<file path="src/rtl/cpu_pkg.sv">
// Shared core definitions: opcodes used by the writeback stage, the
// link register index, and the writeback FSM state type.
package cpu_pkg;

    localparam logic [5:0] OP_LDW     = 6'd8;
    localparam logic [5:0] OP_SDW     = 6'd9;
    localparam logic [5:0] OP_CLL     = 6'd15;

    localparam logic [3:0] RETURN_REG = 4'd14;

    typedef enum logic [0:0] {
        IDLE  = 1'b0,
        WB_HI = 1'b1
    } wb_state_e;

endpackage

</file>
<file path="src/rtl/writeback_unit.sv">
// Writeback stage: drives the register-file write port from retiring MEM/WB
// results. Sequences the two-cycle LDW writeback (rd, then rd+1), redirects
// CLL return-address writes to R14, and pulses exception for odd-destination
// double-word accesses. Busy only during the LDW high-word cycle.
//
// Optional build macro WB_FORWARD_EN: adds fwd_valid/fwd_rd/fwd_data, a
// combinational mirror of the registered write for EX-stage bypass.
module writeback_unit
    import cpu_pkg::*;
#(
    parameter int DATA_W = 32,
    parameter int REG_AW = 4,
    parameter int OPC_W  = 6
) (
    input  logic              clk,
    input  logic              reset,
    input  logic              wb_valid,
    output logic              wb_ready,
    input  logic [OPC_W-1:0]  wb_opcode,
    input  logic              wb_reg_write,
    input  logic              wb_mem_to_reg,
    input  logic [REG_AW-1:0] wb_rd,
    input  logic [DATA_W-1:0] wb_alu_result,
    input  logic [DATA_W-1:0] wb_mem_data0,
    input  logic [DATA_W-1:0] wb_mem_data1,
    input  logic [DATA_W-1:0] wb_return_addr,
    output logic              reg_write,
    output logic [REG_AW-1:0] rd,
    output logic [DATA_W-1:0] write_data,
    output logic              reg_write_addr_sel,
    output logic              stall,
`ifdef WB_FORWARD_EN
    output logic              fwd_valid,
    output logic [REG_AW-1:0] fwd_rd,
    output logic [DATA_W-1:0] fwd_data,
`endif
    output logic              exception
);

    wb_state_e         r_state;
    logic              r_reg_write;
    logic [REG_AW-1:0] r_rd;
    logic [DATA_W-1:0] r_write_data;
    logic              r_addr_sel;
    logic              r_exception;
    // High half of an LDW, captured at accept so upstream may change freely
    logic [REG_AW-1:0] r_hi_rd;
    logic [DATA_W-1:0] r_hi_data;

    logic              w_accept;
    logic              w_is_ldw;
    logic              w_is_sdw;
    logic              w_is_cll;
    logic              w_rd_odd;
    logic [DATA_W-1:0] w_std_data;

    // Decode of the retiring instruction and handshake
    always_comb begin
        wb_ready   = (r_state == IDLE);
        stall      = ~wb_ready;
        w_accept   = wb_valid && wb_ready;
        w_is_ldw   = (wb_opcode == OPC_W'(OP_LDW));
        w_is_sdw   = (wb_opcode == OPC_W'(OP_SDW));
        w_is_cll   = (wb_opcode == OPC_W'(OP_CLL));
        w_rd_odd   = wb_rd[0];
        w_std_data = wb_mem_to_reg ? wb_mem_data0 : wb_alu_result;
    end

    // FSM with registered register-file outputs; write strobes default low
    always_ff @(posedge clk) begin
        if (reset) begin
            r_state      <= IDLE;
            r_reg_write  <= 1'b0;
            r_rd         <= '0;
            r_write_data <= '0;
            r_addr_sel   <= 1'b0;
            r_exception  <= 1'b0;
            r_hi_rd      <= '0;
            r_hi_data    <= '0;
        end else begin
            r_reg_write <= 1'b0;
            r_addr_sel  <= 1'b0;
            r_exception <= 1'b0;
            case (r_state)
                IDLE: begin
                    if (w_accept) begin
                        if (w_is_ldw) begin
                            if (w_rd_odd) begin
                                r_exception <= 1'b1;
                            end else begin
                                r_reg_write  <= 1'b1;
                                r_rd         <= wb_rd;
                                r_write_data <= wb_mem_data0;
                                // Even rd: +1 cannot wrap
                                r_hi_rd      <= wb_rd + REG_AW'(1);
                                r_hi_data    <= wb_mem_data1;
                                r_state      <= WB_HI;
                            end
                        end else if (w_is_sdw) begin
                            r_exception <= w_rd_odd;
                        end else if (w_is_cll) begin
                            r_reg_write  <= 1'b1;
                            r_rd         <= REG_AW'(RETURN_REG);
                            r_write_data <= wb_return_addr;
                            r_addr_sel   <= 1'b1;
                        end else begin
                            r_reg_write  <= wb_reg_write;
                            r_rd         <= wb_rd;
                            r_write_data <= w_std_data;
                        end
                    end
                end
                WB_HI: begin
                    r_reg_write  <= 1'b1;
                    r_rd         <= r_hi_rd;
                    r_write_data <= r_hi_data;
                    r_state      <= IDLE;
                end
                default: r_state <= IDLE;
            endcase
        end
    end

    // Output port mapping
    always_comb begin
        reg_write          = r_reg_write;
        rd                 = r_rd;
        write_data         = r_write_data;
        reg_write_addr_sel = r_addr_sel;
        exception          = r_exception;
    end

`ifdef WB_FORWARD_EN
    // Bypass mirrors whatever the register file is being written with now
    always_comb begin
        fwd_valid = r_reg_write;
        fwd_rd    = r_rd;
        fwd_data  = r_write_data;
    end
`endif

endmodule

</file>
<file path="config.mk">
export PLATFORM = sky130hd
export DESIGN_NAME = writeback_unit
export DESIGN_NICKNAME = d
export VERILOG_FILES = /design/src/rtl/cpu_pkg.sv /design/src/rtl/writeback_unit.sv
export SDC_FILE = /design/constraint.sdc
export NUM_CORES = 1
export LEC_CHECK = 0
export CAP_MARGIN = 20
export CORE_MARGIN = 2
export CORE_UTILIZATION = 40
export DETAILED_ROUTE_END_ITERATION = 6
export PLACE_DENSITY_LB_ADDON = 0.3
export SLEW_MARGIN = 25
export SYNTH_ARGS = -nofsm -noshare
export SYNTH_HDL_FRONTEND = slang
export SYNTH_SLANG_ARGS = --single-unit
</file>
<file path="constraint.sdc">
create_clock -name clk -period 2.67 [get_ports clk]
set_clock_uncertainty 0.2 [all_clocks]
set_input_delay 0.534 -clock clk [delete_from_list [all_inputs] [get_ports clk]]
set_output_delay 0.534 -clock clk [all_outputs]
set_load 0.01 [all_outputs]
</file>
==> results.py <==
metrics = {
    "run_status": {
        "status": "complete, no violations",
    },
    "pwr": {
        "ir_drop_uv": 300,
        "power_density_nw_per_um2": 431,
        "p_total_mw": 2.82,
        "total_leakage_power_nw": 2.34,
    },
    "drt": {
        "routed_wl_mm": 15.2,
        "vias": 4776,
        "wl_per_cell_um": 17.9,
        "drt_first_pass_iters": 7,
        "ant_nets": 0,
        "drcViolationCount": 0,
        "drt-initial-drc-count": 205,
        "via_per_inst": 5.63,
    },
    "cts": {
        "cts_buffers": 9,
        "cts_setup_buffers": 0,
        "clk_latency_ns": 0.35,
        "cts_resized": 0,
        "cts.sinks": 76,
        "cts_tree": "done",
        "cts_root_buffer": "clkbuf_8",
        "h-tree-depth": 3,
        "clk_pin_slew_ns": 0.09,
        "cts_max_path_buffers": 2,
        "hold_buffers": 0,
    },
    "sta": {
        "fin_tns_setup_ns": 0,
        "period_share": 0.961,
        "fin_crit_ns": 2.56,
        "maxSlewViolCount": 0,
        "rsz0062_at_grt": "false",
        "max_freq_mhz": 390,
        "hold_viol": 0,
        "setup_viol": 0,
        "max_slew_margin": 0.549,
        "tightest_slew_ns": 0.677,
    },
    "yosys": {
        "syn_nets": 686,
        "synth_fa_ha_area_frac": 0.00291,
        "synth_compound_area_frac": 0.270,
        "synth_top_family_by_area": "compound AO/OA/AOI/OAI gates",
        "netlist_instances": 542,
        "synth_seq_cells": 76,
        "synthMuxAreaShare": 0.0745,
        "yosys.area_share.simple": 0.219,
        "synth.distinct_cells": 45,
        "synth_area_um2": 4300,
        "synthXorXnorAreaFrac": 0.00204,
        "ys_seq_area_frac": 0.354,
        "ys_async_sr_fraction": 0,
        "syn_area_per_cell_um2": 7.93,
        "synth_edf_count": 0,
        "yosysWarnings": 0,
        "synth_ff_type": "dfxtp_1",
    },
    "critical_path": {
        "required_ns": 2.70,
        "worstSetupEndpointType": "flop",
        "crit_path_top_delay_cell": "clkdlybuf4s50_1",
        "r2r_slack_ns": 0.78,
        "cp_cell_sequence": "clkdlybuf4s50_1, or3b_2, buf_4, buf_12, or2_2, o211ai_1, a211oi_1",
        "arrival_ns": 2.60,
        "crit_path_max_incr_delay_ns": 0.47,
        "critPathKind": "input port to flop",
        "worstRegToRegCells": 5,
        "start_kind": "input port",
        "worst-path-max-fanout": 16,
        "r2r_end": "write_data[31]",
        "timing.rr.start": "stall",
    },
    "layout": {
        "multi_input_area_um2": 2470,
        "diodes": 0,
        "fin_nets": 852,
        "stdcell_count": 849,
        "syn_to_final_growth_pct": 52.4,
        "layout-drive-gt1-share": 0.111,
        "seq_area_um2": 1520,
        "fillers": 891,
    },
    "grt": {
        "grt-ovfl-total": 0,
        "grt_pass1_vias": 4415,
        "grt_pass1_wl_mm": 23.0,
        "grt_max_degree": 39,
        "grt_use_total": 0.254,
        "antenna_found_initial": 0,
    },
    "floorplan": {
        "die_h_um": 108,
        "initial_core_util": 0.414,
        "io_pins": 184,
        "die_area_um2": 11600,
        "core_um2": 10400,
        "die_width_um": 108,
        "num_rows": 37,
    },
    "place": {
        "gp_congestion": 0.874,
        "dp.cells": 833,
        "io_buffers": 183,
        "place_hpwl_mm": 11.4,
    },
    "hold_path": {
        "hold_path.class": "flop to flop",
        "min_to": "r_hi_data[21]",
        "holdCritStartpoint": "r_hi_data[21]",
        "hold_depth": 2,
    },
    "flow_run": {
        "maxCapViolCount": 0,
    },
}
## power breakdown
group	leakage [nW]	internal [mW]	total, mW	switching (mW)
clock network	0.106	0.556	0.988	0.432
logic	1.61	0.376	0.636	0.261
registers	0.620	1.18	1.20	0.0247
total	2.34	2.11	2.82	0.718
## area by class of cell
cell class,count,share of cell area
clock buffer,11,0.0216
sequential,76,0.232
multi-input combinational,400,0.377
tap,136,0.0260
inverter,4,0.00229
timing repair buffer,217,0.329
clock inverter,5,0.0128
## per-layer routing
layer	up-vias	track usage	part of all wire
li1	2328	-	-
met1	2260	0.348	0.44
met2	173	0.413	0.48
met3	15	0.0478	0.069
met4	0	0.0623	0.013
met5	-	0	0
## layout by cell type, fill, tap and decap left out, types with 17 or more instances in the layout
master,instances
o21ai_0,31
or3_1,19
a21oi_1,35
dfxtp_1,76
nand3b_1,18
o41ai_1,18
nand2_1,72
buf_4,28
nor3_1,29
clkdlybuf4s50_1,181
a31oi_1,18
mux2i_1,32
nor2_1,39
a31o_2,17
## synth_stat cells, types with 3 or more instances
| cell | count | share of area |
|---|---|---|
| nand3b_1 | 18 | 0.031 |
| a21oi_1 | 36 | 0.042 |
| a31o_2 | 17 | 0.035 |
| nor2_1 | 39 | 0.034 |
| clkbuf_1 | 41 | 0.036 |
| a31oi_1 | 18 | 0.026 |
| o21ai_0 | 31 | 0.036 |
| mux2i_1 | 32 | 0.075 |
| o22ai_1 | 14 | 0.020 |
| a211oi_1 | 15 | 0.026 |
| nor3_1 | 30 | 0.035 |
| o211ai_1 | 15 | 0.026 |
| or3_1 | 19 | 0.028 |
| dfxtp_1 | 76 | 0.35 |
| buf_6 | 8 | 0.021 |
| buf_2 | 6 | 0.0070 |
| buf_4 | 5 | 0.0087 |
| o41ai_1 | 18 | 0.037 |
| inv_1 | 3 | 0.0026 |
| nand2_1 | 72 | 0.063 |
## registers in the layout, indices dropped and copies added (netlist names)
signal / count
write_data: 32
rd: 4
exception: 1
reg_write_addr_sel: 1
r_hi_data: 32
reg_write: 1
stall: 1
r_hi_rd: 4
## worst max path at each step
stage                 startpoint             end  slack (ns)  cells after the start
floorplan           wb_opcode[0]   r_hi_data[22]        0.40                      7
global placement    wb_opcode[3]  write_data[23]       -0.18                      8
detailed placement  wb_opcode[0]  write_data[20]       -0.25                      5
CTS                 wb_opcode[0]  write_data[20]        0.11                      5
global route        wb_opcode[3]           rd[3]        0.03                      7
finish              wb_opcode[3]  write_data[20]        0.11                      7
## kinds of logic after synthesis
family,count (synthesis)
xor gates and xnor gates,1
adders and majority gates,1
AOI/OAI and AO/OA,173
and+or+nand+nor,193
buffers and inverters,66
muxes,32
DFF,76
## critical path, delay by kind of cell
family / cells / cell delay [ns]
buf+inv: 3 / 0.77
compound gates: 2 / 0.36
simple gates: 2 / 0.91
## through the flow
stage | utilization | instance area [um2] | setup WS, ns | hold WS (ns)
floorplan | - | 4300 | 0.403 | 0.236
global placement | 0.610 | 6320 | -0.184 | 0.242
detailed placement | 0.610 | 6320 | -0.250 | 0.247
CTS | 0.631 | 6550 | 0.114 | 0.258
global route | 0.632 | 6550 | 0.0298 | 0.278
finish | 0.632 | 6550 | 0.105 | 0.257
No activity file was read; power rests on OpenSTA's default activity.
